===== src/rtl/bullet_hit_judge.sv =====
// bullet_hit_judge: per-pixel enemy/bullet overlap detector.
// A hit retires the bullet (one-cycle bullet_clear), waits for frame end,
// then holds boom high for BOOM_TICKS rising edges of clk_move, and finally
// waits for the enemy to be alive again before re-arming.
// Optional feature macro: BULLET_HIT_SCORE_EN builds the saturating 16-bit
// score counter; without it score is tied to zero.
module bullet_hit_judge #(
  parameter int BOOM_TICKS = 300,
  parameter int H_LAST     = 639,
  parameter int V_LAST     = 479
) (
  input  logic        clk,
  input  logic        rst,
  input  logic        clk_move,
  input  logic [9:0]  x,
  input  logic [9:0]  y,
  input  logic        enemy_en,
  input  logic        bullet_en,
  input  logic        enemyplane_exist,
  output logic        boom,
  output logic        bullet_clear,
  output logic        hit_busy,
  output logic [15:0] score
);

  typedef enum logic [1:0] {
    ST_IDLE    = 2'd0,
    ST_HIT     = 2'd1,
    ST_BOOM    = 2'd2,
    ST_RELEASE = 2'd3
  } state_t;

  localparam logic [9:0] H_LAST_C    = 10'(H_LAST);
  localparam logic [9:0] V_LAST_C    = 10'(V_LAST);
  localparam logic [8:0] TICK_LAST_C = 9'(BOOM_TICKS - 1);

  state_t     state_reg, state_next;
  logic [8:0] tick_cnt_reg, tick_cnt_next;
  logic       move_q_reg;
  logic       boom_reg, bullet_clear_reg, hit_busy_reg;
  logic       bullet_clear_next;

  logic tick;
  logic hit_px;
  logic frame_end;

  assign tick      = clk_move & ~move_q_reg;
  assign hit_px    = enemy_en & bullet_en & enemyplane_exist;
  assign frame_end = (x == H_LAST_C) && (y == V_LAST_C);

  // Next-state logic: hit capture, frame-end wait, tick counting, re-arm wait
  always_comb begin
    state_next        = state_reg;
    tick_cnt_next     = tick_cnt_reg;
    bullet_clear_next = 1'b0;
    case (state_reg)
      ST_IDLE: begin
        if (hit_px) begin
          state_next        = ST_HIT;
          bullet_clear_next = 1'b1;
        end
      end
      ST_HIT: begin
        // Overlaps are ignored here; the explosion starts on a clean frame.
        if (frame_end) begin
          state_next    = ST_BOOM;
          tick_cnt_next = 9'd0;
        end
      end
      ST_BOOM: begin
        if (tick) begin
          tick_cnt_next = tick_cnt_reg + 9'd1;
          if (tick_cnt_reg == TICK_LAST_C) begin
            state_next = ST_RELEASE;
          end
        end
      end
      ST_RELEASE: begin
        // Hold off until the enemy judge has cleared its boom counter.
        if (enemyplane_exist) begin
          state_next = ST_IDLE;
        end
      end
      default: state_next = ST_IDLE;
    endcase
  end

  // State, tick counter, edge detector and registered outputs
  always_ff @(posedge clk) begin
    if (rst) begin
      state_reg        <= ST_IDLE;
      tick_cnt_reg     <= 9'd0;
      move_q_reg       <= 1'b0;
      boom_reg         <= 1'b0;
      bullet_clear_reg <= 1'b0;
      hit_busy_reg     <= 1'b0;
    end else begin
      state_reg        <= state_next;
      tick_cnt_reg     <= tick_cnt_next;
      move_q_reg       <= clk_move;
      boom_reg         <= (state_next == ST_BOOM);
      bullet_clear_reg <= bullet_clear_next;
      hit_busy_reg     <= (state_next != ST_IDLE);
    end
  end

  assign boom         = boom_reg;
  assign bullet_clear = bullet_clear_reg;
  assign hit_busy     = hit_busy_reg;

`ifdef BULLET_HIT_SCORE_EN
  logic [15:0] score_reg, score_next;

  always_comb begin
    score_next = score_reg;
    if (bullet_clear_next && (score_reg != 16'hFFFF)) begin
      score_next = score_reg + 16'd1;
    end
  end

  // Saturating hit counter, advanced on the cycle a hit is accepted
  always_ff @(posedge clk) begin
    if (rst) begin
      score_reg <= 16'd0;
    end else begin
      score_reg <= score_next;
    end
  end

  assign score = score_reg;
`else
  assign score = 16'h0000;
`endif

endmodule

===== config.mk =====
export PLATFORM = sky130hd
export DESIGN_NAME = bullet_hit_judge
export DESIGN_NICKNAME = d
export VERILOG_FILES = /design/src/rtl/bullet_hit_judge.sv
export SDC_FILE = /design/constraint.sdc
export NUM_CORES = 1
export LEC_CHECK = 0
export ABC_AREA = 0
export BUFFER_PORTS_ARGS = -buffer_cell sky130_fd_sc_hd__buf_2
export CORE_MARGIN = 1
export CORE_UTILIZATION = 40
export DETAILED_ROUTE_END_ITERATION = 8
export PLACE_DENSITY = 0.8
export SLEW_MARGIN = 5
export SYNTH_ARGS = -nofsm -noshare
export SYNTH_HDL_FRONTEND = slang
export SYNTH_SLANG_ARGS = --single-unit
export TNS_END_PERCENT = 30

===== constraint.sdc =====
create_clock -name clk -period 4.2 [get_ports clk]
set_input_delay 0.42 -clock clk [delete_from_list [all_inputs] [get_ports clk]]
set_output_delay 0.42 -clock clk [all_outputs]
set_load 0.005 [all_outputs]

==> results of run 1 <==
==> final cells by class <==
class,instances,area (um2)
well taps,27,33.8
fillers,195,1030
clock buffers,3,22.5
repair buffers,28,140
clock inverters,1,5.00
multi-input cells,71,470
flip-flops and latches,15,300
inverters,1,3.75
==> logic make-up after synthesis <==
kind of cell	Yosys count
compound gates	9
xor+xnor	7
fa+ha+maj	1
buf+inv	20
flops	15
other cells	1
simple gates	38
==> cell usage after synthesis, types with 2 or more instances <==
cell / number / area share, %
buf_4: 16 / 14
nand4_1: 5 / 3.6
dfxtp_1: 15 / 35
xor2_1: 7 / 7.1
nand3_1: 4 / 2.3
o21ba_2: 2 / 2.3
buf_6: 2 / 2.6
nand4b_1: 4 / 4.0
and2_1: 2 / 1.4
nor2_1: 2 / 0.87
nor3_1: 8 / 4.6
nand2_1: 2 / 0.87
==> worst min-delay path: cells and delay by family <==
kind	cells	cell delay [ps]
simple gates	2	100
buf+inv	1	100
==> metal layers <==
| metal | track usage (%) | share of wire (%) |
|---|---|---|
| met1 | 14.7 | 40 |
| met2 | 24.2 | 48 |
| met3 | 5.66 | 12 |
| met4 | 8.33 | 0.53 |
| met5 | 0 | 0 |
==> per-stage QoR <==
step	util, %	total power, uW	cells	setup WS (ps)
floorplan	-	169	106	2470
global placement	47.4	172	142	2140
detailed placement	47.4	172	142	2010
CTS	48.8	254	146	2210
global route	48.8	261	146	2110
finish	48.8	252	146	2240
==> how the worst min path moves through the flow <==
stage                                  from                            to  slack [ps]  depth (start not counted)
6_report                          bullet_en       bullet_clear$_SDFF_PP0_         370                          3
5_1_grt                           bullet_en       bullet_clear$_SDFF_PP0_         380                          3
4_1_cts                           bullet_en       bullet_clear$_SDFF_PP0_         370                          3
3_5_place_dp   tick_cnt_reg[1]$_SDFFE_PP0P_  tick_cnt_reg[1]$_SDFFE_PP0P_         490                          2
3_3_place_gp   tick_cnt_reg[1]$_SDFFE_PP0P_  tick_cnt_reg[1]$_SDFFE_PP0P_         460                          2
2_1_floorplan  tick_cnt_reg[1]$_SDFFE_PP0P_  tick_cnt_reg[1]$_SDFFE_PP0P_         450                          2
==> power by group <==
| part | internal, uW | switching, uW |
|---|---|---|
| Sequential | 144 | 1.00 |
| Clock | 35.3 | 47.7 |
| Combinational | 12.6 | 11.5 |
| Total | 192 | 60.2 |
==> impl_metrics.py, run 1 <==
metrics = {
    "clocking": {
        "cts_sinks": 15,
        "cts_buffers": 3,
        "path_clk_slew_ps": 90,
        "cts_tree": "yes",
        "cts.path.max_buffers": 2,
        "cts_resized": 0,
        "root_buffer": "clkbuf_4",
        "cts_hold_buf": 0,
        "cts_setup_buffers": 0,
        "worstSkewPairLatency_ps": 280,
        "htree_num_levels": 1,
    },
    "detailed_routing": {
        "drc": 0,
        "wire_per_inst_um": 11.5,
        "dr.pass1.iters": 4,
        "initialDrtViolationCount": 10,
        "routed_wl_um": 1680,
        "vias": 745,
        "viasPerCell": 5.10,
        "ant_nets": 0,
    },
    "status": {
        "status": "finished, final reports clean",
    },
    "timing": {
        "finClkSkew_ps": 1.51,
        "setup_tns_ps": 0,
        "setup_viol": 0,
        "slew_headroom_pct": 55.9,
        "clock.fmax_ghz": 0.509,
        "finalCritPeriodShare_pct": 46.7,
        "hold_viol": 0,
        "fin_crit_ps": 1960,
        "worst_pin_slew_ps": 659,
        "rsz0062_at_grt": "false",
        "holdWs_ps": 371,
        "timing.final.max_slew_violations": 0,
    },
    "setup_path": {
        "r2r_cells": 4,
        "r2r_setup_slack_ps": 2240,
        "endpoint_kind": "flip-flop",
        "start_kind": "flip-flop",
        "worstPathArrival_ps": 2110,
        "slowest_stage": "nor4b_4",
        "crit_required_ps": 4340,
        "crit_cells": 4,
        "path_class": "reg -> reg",
        "path_delay_family": "simple AND/OR/NAND/NOR gates",
        "path_max_fanout": 12,
        "cp_slowest_stage_delay_ps": 590,
        "cp_num_buf_inv": 0,
        "startpoint": "state_reg[0]$_SDFF_PP0_",
        "crit_chain": "nand4_1 > or4_4 > nor4b_4 > o21ai_0",
        "r2r-end": "tick_cnt_reg[0]$_SDFFE_PP0P_",
        "crit_path_end": "tick_cnt_reg[0]$_SDFFE_PP0P_",
        "reg2reg_from": "state_reg[0]$_SDFF_PP0_",
    },
    "cells_and_area": {
        "final_cell_mix": "28 x buf_2, 16 x conb_1, 15 x dfxtp_1, 8 x nor3_1, 7 x xor2_1",
        "largest_register_ffs": 9,
        "final_common_cell": "buf_2",
        "diodes": 0,
        "final_area_um2": 976,
        "area_delta_synth_final_pct": 12.7,
        "drive_above_1_share_pct": 31.9,
        "layout.nets": 147,
    },
    "yosys": {
        "synthFlopType": "dfxtp_1",
        "synth_edf_count": 0,
        "syn-cell-area_um2": 866,
        "synth_xor_area_share_pct": 7.08,
        "yosysWarnings": 0,
        "synth_compound_gate_area_share_pct": 8.38,
        "async_flop_share_pct": 0,
        "yosys.area_share.adder_pct": 1.45,
        "avgSynthCellArea_um2": 9.51,
        "synth_mux_area_share_pct": 0,
        "yosysSeqAreaShare_pct": 34.7,
        "netlist_instances": 91,
        "yosysUniqueCellTypes": 34,
        "synth-seq-cells": 15,
        "synth-simple-area-share_pct": 30.5,
        "synth_top_family_by_area": "simple AND/OR/NAND/NOR gates",
    },
    "global_route": {
        "antenna_found_initial": 0,
        "grt_pass1_vias": 668,
        "grt_pass1_wl_um": 2640,
        "grt_usage_pct": 14.2,
        "grt_remaining_overflow": 0,
        "grt_max_degree": 18,
    },
    "power_and_ir_drop": {
        "p_per_area_nw_per_um2": 258,
        "leakage_uw": 0.000447,
        "peakVddDrop_mv": 0.111,
    },
    "floorplan": {
        "design.core.area_um2": 2000,
        "io_pins": 45,
        "rows": 16,
        "fp.dieW_um": 48.5,
        "die_h_um": 48.5,
        "design.die.area_um2": 2350,
        "start_util_pct": 43.2,
    },
    "placement": {
        "placed_area_um2": 948,
        "port_buffers": 28,
        "dpl.hpwl_um": 1220,
        "place_congestion": 0.802,
    },
    "job": {
        "cap_violations": 0,
    },
    "worst_hold_path": {
        "hp-class": "in -> reg",
    },
}
No activity file was read; power rests on OpenSTA's default activity.
==> run 2: changes to the inputs <==
- ABC_AREA: 0 -> 1
- PLACE_DENSITY: 0.8 -> 0.79
- clock period: 4.2 -> 1.6 ns (I/O delays scaled with it)
==> impl_metrics.py, run 2 <==
metrics = {
    "status": {
        "status": "finished, final reports clean",
    },
    "setup_path": {
        "path_delay_family": "simple AND/OR/NAND/NOR gates",
        "slowest_stage": "dfxtp_1",
        "start_kind": "flip-flop",
        "path_class": "reg -> reg",
        "cp_num_buf_inv": 1,
        "endpoint_kind": "flip-flop",
        "cpMostUsedCell": "nand2_1",
        "crit_cells": 9,
        "cp_slowest_stage_delay_ps": 390,
        "crit_required_ps": 1830,
        "r2r_cells": 9,
        "crit_chain": "ha_1 > nand2_1 > nor3_1 > nand3_1 > nand2_1 > inv_1 > nand3_1 > nand2_1 > nand2_1",
        "path_max_fanout": 4,
        "worstPathArrival_ps": 1550,
    },
    "yosys": {
        "yosysMostFrequentCell": "nand2_1",
        "synth_top_cell_by_area": "dfxtp_1",
        "yosys-top-cells-count": "44 x nand2_1, 26 x nor2_1, 23 x inv_1",
        "synthFlopType": "dfxtp_1",
        "synth_top_area_share_pct": 27.6,
        "yosysUniqueCellTypes": 26,
        "avgSynthCellArea_um2": 6.28,
        "yosysWarnings": 0,
        "synthTopCellsByArea": "dfxtp_1 28%, nand2_1 15%, buf_4 11%",
        "yosysSeqAreaShare_pct": 27.6,
        "synth_edf_count": 0,
        "syn-cell-area_um2": 1090,
        "netlist_instances": 173,
        "synth-seq-cells": 15,
        "async_flop_share_pct": 0,
    },
    "floorplan": {
        "die_h_um": 54.1,
        "start_util_pct": 43.1,
        "io_pins": 45,
        "design.core.area_um2": 2520,
        "design.die.area_um2": 2930,
        "rows": 18,
        "fp.dieW_um": 54.1,
    },
    "detailed_routing": {
        "wire_per_inst_um": 8.15,
        "wl_met2_um": 914,
        "viasPerCell": 4.35,
        "dr.pass1.iters": 4,
        "vias": 1014,
        "route.met3.wl_um": 72,
        "drc": 0,
        "routed_wl_um": 1900,
        "initialDrtViolationCount": 19,
        "met1_length_um": 904,
        "ant_nets": 0,
        "highest-signal-layer": "met4",
    },
    "cells_and_area": {
        "final_util_pct": 48.4,
        "diodes": 0,
        "layout.nets": 231,
        "fin_cells": 233,
        "largest_register_ffs": 9,
        "final_common_cell": "nand2_1",
        "final_cell_mix": "44 x nand2_1, 28 x buf_2, 26 x nor2_1, 23 x inv_1, 16 x conb_1",
        "num-fill-cells": 267,
        "drive_above_1_share_pct": 23.2,
        "area_delta_synth_final_pct": 12.3,
    },
    "placement": {
        "dp_cells": 229,
        "dpl.hpwl_um": 1520,
        "place_congestion": 0.853,
        "port_buffers": 28,
        "dpl_worst_slack_ps": 277,
    },
    "global_route": {
        "grt_pass1_vias": 935,
        "grt_remaining_overflow": 0,
        "grt_usage_pct": 16.9,
        "grt_max_degree": 13,
        "grt_pass1_wl_um": 3660,
        "antenna_found_initial": 0,
    },
    "timing": {
        "holdWs_ps": 84.8,
        "finalCritPeriodShare_pct": 82.2,
        "setup_ws_ps": 284,
        "timing.final.max_slew_violations": 0,
        "rsz0062_at_grt": "false",
        "clock.fmax_ghz": 0.760,
        "setup_tns_ps": 0,
        "finClkSkew_ps": 11.4,
        "setup_viol": 0,
        "hold_viol": 0,
        "fin_crit_ps": 1320,
    },
    "clocking": {
        "cts_setup_buffers": 0,
        "cts_hold_buf": 0,
        "cts.path.max_buffers": 2,
        "worstSkewPairLatency_ps": 280,
        "cts_sinks": 15,
        "cts_buffers": 3,
        "cts_resized": 0,
        "cts_tree": "yes",
        "htree_num_levels": 1,
        "path_clk_slew_ps": 100,
        "root_buffer": "clkbuf_4",
    },
    "power_and_ir_drop": {
        "swShare_pct": 23.5,
        "peakVddDrop_mv": 0.433,
        "switchingPower_uw": 154,
        "leakage_uw": 0.000624,
        "p_per_area_nw_per_um2": 535,
        "power_frac_comb_pct": 10.1,
        "p_int_uw": 500,
        "p_seq_share_pct": 57.8,
        "clkPwrFrac_pct": 32.1,
    },
    "worst_hold_path": {
        "hp-class": "in -> reg",
        "hold-path-cell-count": 3,
    },
    "job": {
        "cap_violations": 0,
    },
}
## run 2: kinds of logic (layout without fill, tap and decap cells)
| logic type | count (synthesis) | count (layout) | synth area share [%] |
|---|---|---|---|
| and+or+nand+nor | 101 | 101 | 42.6 |
| buffers and inverters | 44 | 59 | 21.4 |
| DFF | 15 | 15 | 27.6 |
| AOI/OAI and AO/OA | 10 | 10 | 6.10 |
| adders and majority gates | 1 | 1 | 1.15 |
| other | 1 | 16 | 0.345 |
| xor gates and xnor gates | 1 | 1 | 0.806 |
## run 2: final cells by class
| type | instances | area (um2) | area share, % |
|---|---|---|---|
| Clock inverter | 1 | 5.00 | 0.410 |
| Sequential cell | 15 | 300 | 24.6 |
| Timing Repair Buffer | 29 | 148 | 12.1 |
| Multi-Input combinational cell | 129 | 611 | 50.0 |
| Clock buffer | 3 | 22.5 | 1.84 |
| Inverter | 26 | 97.6 | 7.99 |
| Tap cell | 30 | 37.5 | 3.07 |
## run 2: layer usage
layer  GRT usage, %  up-vias
met5              0        -
met4           5.98        0
met3           3.95        2
met2           28.7       24
met1           20.7      426
li1               -      562
## run 2: worst paths after layout
kind	startpoint	end	slack, ps
max	tick_cnt_reg[0]$_SDFFE_PP0P_	hit_busy$_SDFF_PP0_	280
min	clk_move	move_q_reg$_SDFF_PP0_	80
max reg2reg	tick_cnt_reg[0]$_SDFFE_PP0P_	hit_busy$_SDFF_PP0_	280
min reg2reg	tick_cnt_reg[6]$_SDFFE_PP0P_	tick_cnt_reg[6]$_SDFFE_PP0P_	530
## run 2: power by group through the flow
stage / registers [uW] / clock network (uW) / logic (uW)
final: 378 / 210 / 66.2
after global routing: 378 / 245 / 80.0
after CTS: 378 / 220 / 66.0
after detailed placement: 387 / 0 / 65.8
after global placement: 387 / 0 / 64.7
after floorplan: 387 / 0 / 59.3
## run 2: stage by stage
stage / total power [uW] / instance area (um2)
floorplan: 446 / 1140
global placement: 451 / 1190
detailed placement: 452 / 1190
CTS: 664 / 1220
global route: 703 / 1220
finish: 654 / 1220
## run 2: tightest hold or removal path, stage by stage
cell and delay, ps:
buf_2 70, inv_1 40, nor2_1 60
==> run 3: changes to the inputs <==
- ABC_AREA: 1 -> 0
- PLACE_DENSITY: 0.79 -> 0.8
- clock period: 1.6 -> 1.3 ns (I/O delays scaled with it)
==> impl_metrics.py, run 3 (synthesis gave the netlist of run 1 again) <==
metrics = {
    "setup_path": {
        "reg2reg_from": "state_reg[1]$_SDFF_PP0_",
        "r2r_cells": 5,
        "r2r_setup_slack_ps": -230,
        "start_kind": "flip-flop",
        "endpoint_kind": "flip-flop",
        "crit_required_ps": 1540,
        "r2r-end": "boom$_SDFF_PP0_",
        "path_class": "reg -> reg",
        "path_max_fanout": 12,
        "worstPathArrival_ps": 1770,
    },
    "global_route": {
        "grt_max_degree": 17,
        "antenna_found_initial": 0,
        "grt_usage_pct": 16.2,
        "grt_pass1_vias": 721,
        "grt_remaining_overflow": 0,
        "grt_pass1_wl_um": 2960,
    },
    "floorplan": {
        "io_pins": 45,
        "die_h_um": 48.5,
        "fp.dieW_um": 48.5,
        "design.core.area_um2": 2000,
        "start_util_pct": 43.2,
        "rows": 16,
        "design.die.area_um2": 2350,
    },
    "timing": {
        "setup_ws_ps": -226,
        "clock.fmax_ghz": 0.655,
        "timing.final.max_slew_violations": 0,
        "hold_viol": 0,
        "finalCritPeriodShare_pct": 117,
        "holdWs_ps": 72.3,
        "setup_viol": 12,
        "finClkSkew_ps": 8.89,
        "setup_tns_ps": -2540,
        "fin_crit_ps": 1530,
        "rsz0062_at_grt": "true",
    },
    "detailed_routing": {
        "wire_per_inst_um": 11.1,
        "drc": 0,
        "dr.pass1.iters": 4,
        "initialDrtViolationCount": 15,
        "ant_nets": 0,
        "viasPerCell": 4.92,
        "vias": 758,
        "routed_wl_um": 1710,
    },
    "cells_and_area": {
        "drive_above_1_share_pct": 37.8,
        "area_delta_synth_final_pct": 21.8,
        "diodes": 0,
        "largest_register_ffs": 9,
        "final_area_um2": 1050,
        "final_cell_mix": "28 x buf_2, 16 x conb_1, 13 x dfxtp_1, 8 x nor3_1, 7 x xor2_1",
        "num-fill-cells": 192,
        "layout.nets": 155,
        "final_common_cell": "buf_2",
    },
    "power_and_ir_drop": {
        "p_int_uw": 624,
        "p_seq_share_pct": 57.1,
        "clkPwrFrac_pct": 32.4,
        "leakage_uw": 0.000494,
        "power_frac_comb_pct": 10.5,
        "p_per_area_nw_per_um2": 775,
        "swShare_pct": 23.6,
        "switchingPower_uw": 193,
        "fin_total_pwr_uw": 817,
        "peakVddDrop_mv": 0.556,
    },
    "clocking": {
        "cts_buffers": 3,
        "cts_sinks": 15,
        "path_clk_slew_ps": 90,
        "worstSkewPairLatency_ps": 290,
        "root_buffer": "clkbuf_4",
        "htree_num_levels": 1,
        "cts.path.max_buffers": 2,
        "cts_tree": "yes",
    },
    "placement": {
        "port_buffers": 28,
        "dpl.hpwl_um": 1290,
        "dpl_worst_slack_ps": -301,
        "place_congestion": 0.828,
        "placed_area_um2": 1020,
    },
    "status": {
        "status": "finished with violations",
        "violations": "setup timing",
    },
    "job": {
        "cap_violations": 0,
    },
    "worst_hold_path": {
        "hp-class": "in -> reg",
        "hold-path-cell-count": 2,
        "hold_path_end": "move_q_reg$_SDFF_PP0_",
        "holdCritStartpoint": "clk_move",
    },
}
[run 3: cell types whose count changed in the layout (fill, tap and decap cells not counted), moves of 4 or more]
cell and delta:
nor2_1 -24, nand3_1 -11, nand4b_1 +4, xor2_1 +7, inv_1 -22, nor3_1 +7
buf_4 +5, a21oi_1 -4, nand2_1 -42
[run 3: area by class of cell]
cell class | instances | area [um2] | area share (%)
Clock buffer | 3 | 22.5 | 2.14
Clock inverter | 1 | 5.00 | 0.474
Inverter | 1 | 3.75 | 0.356
Multi-Input combinational cell | 71 | 470 | 44.6
Sequential cell | 15 | 303 | 28.7
Tap cell | 27 | 33.8 | 3.20
Timing Repair Buffer | 36 | 216 | 20.5
[run 3: worst max-delay path by stage]
stage	start	end	slack [ps]	cells past startpoint
3_3_place_gp	y[9]	tick_cnt_reg[0]$_SDFFE_PP0P_	-260	6
3_5_place_dp	y[5]	tick_cnt_reg[0]$_SDFFE_PP0P_	-300	6
5_1_grt	state_reg[1]$_SDFF_PP0_	boom$_SDFF_PP0_	-310	5
4_1_cts	state_reg[1]$_SDFF_PP0_	boom$_SDFF_PP0_	-250	5
2_1_floorplan	state_reg[1]$_SDFF_PP0_	tick_cnt_reg[0]$_SDFFE_PP0P_	-230	5
6_report	state_reg[1]$_SDFF_PP0_	boom$_SDFF_PP0_	-230	5
[run 3: power groups by stage]
stage          sequential [uW]  clock [uW]  combinational, uW
2_1_floorplan              479           0               69.0
3_3_place_gp               477           0               82.5
3_5_place_dp               477           0               84.5
4_1_cts                    466         274               85.0
5_1_grt                    467         293               96.4
6_report                   466         265               86.1
[run 3: metal layers]
layer	global-route usage [%]	share of wire, %
met4	7.35	2.2
met5	0	0
met3	6.60	11
met2	27.5	45
met1	17.7	42
[run 3: per-stage QoR]
stage / util, % / instances
after global routing: 52.7 / 154
after global placement: 51.1 / 150
after detailed placement: 51.1 / 150
final: 52.7 / 154
after CTS: 52.7 / 154
after floorplan: - / 106
[run 3: timing repair]
item	4_1_cts	5_1_grt
gates resized for setup	2	0
hold buffers	0	0
setup endpoints to repair	12	12
buffers inserted	0	0
[run 3: critical path, cell delays in order (launching register included)]
cell and delay (ps):
dfxtp_2 320, nand4b_1 160, or4_4 440, nor4b_4 230, buf_6 190, o21ba_2 140
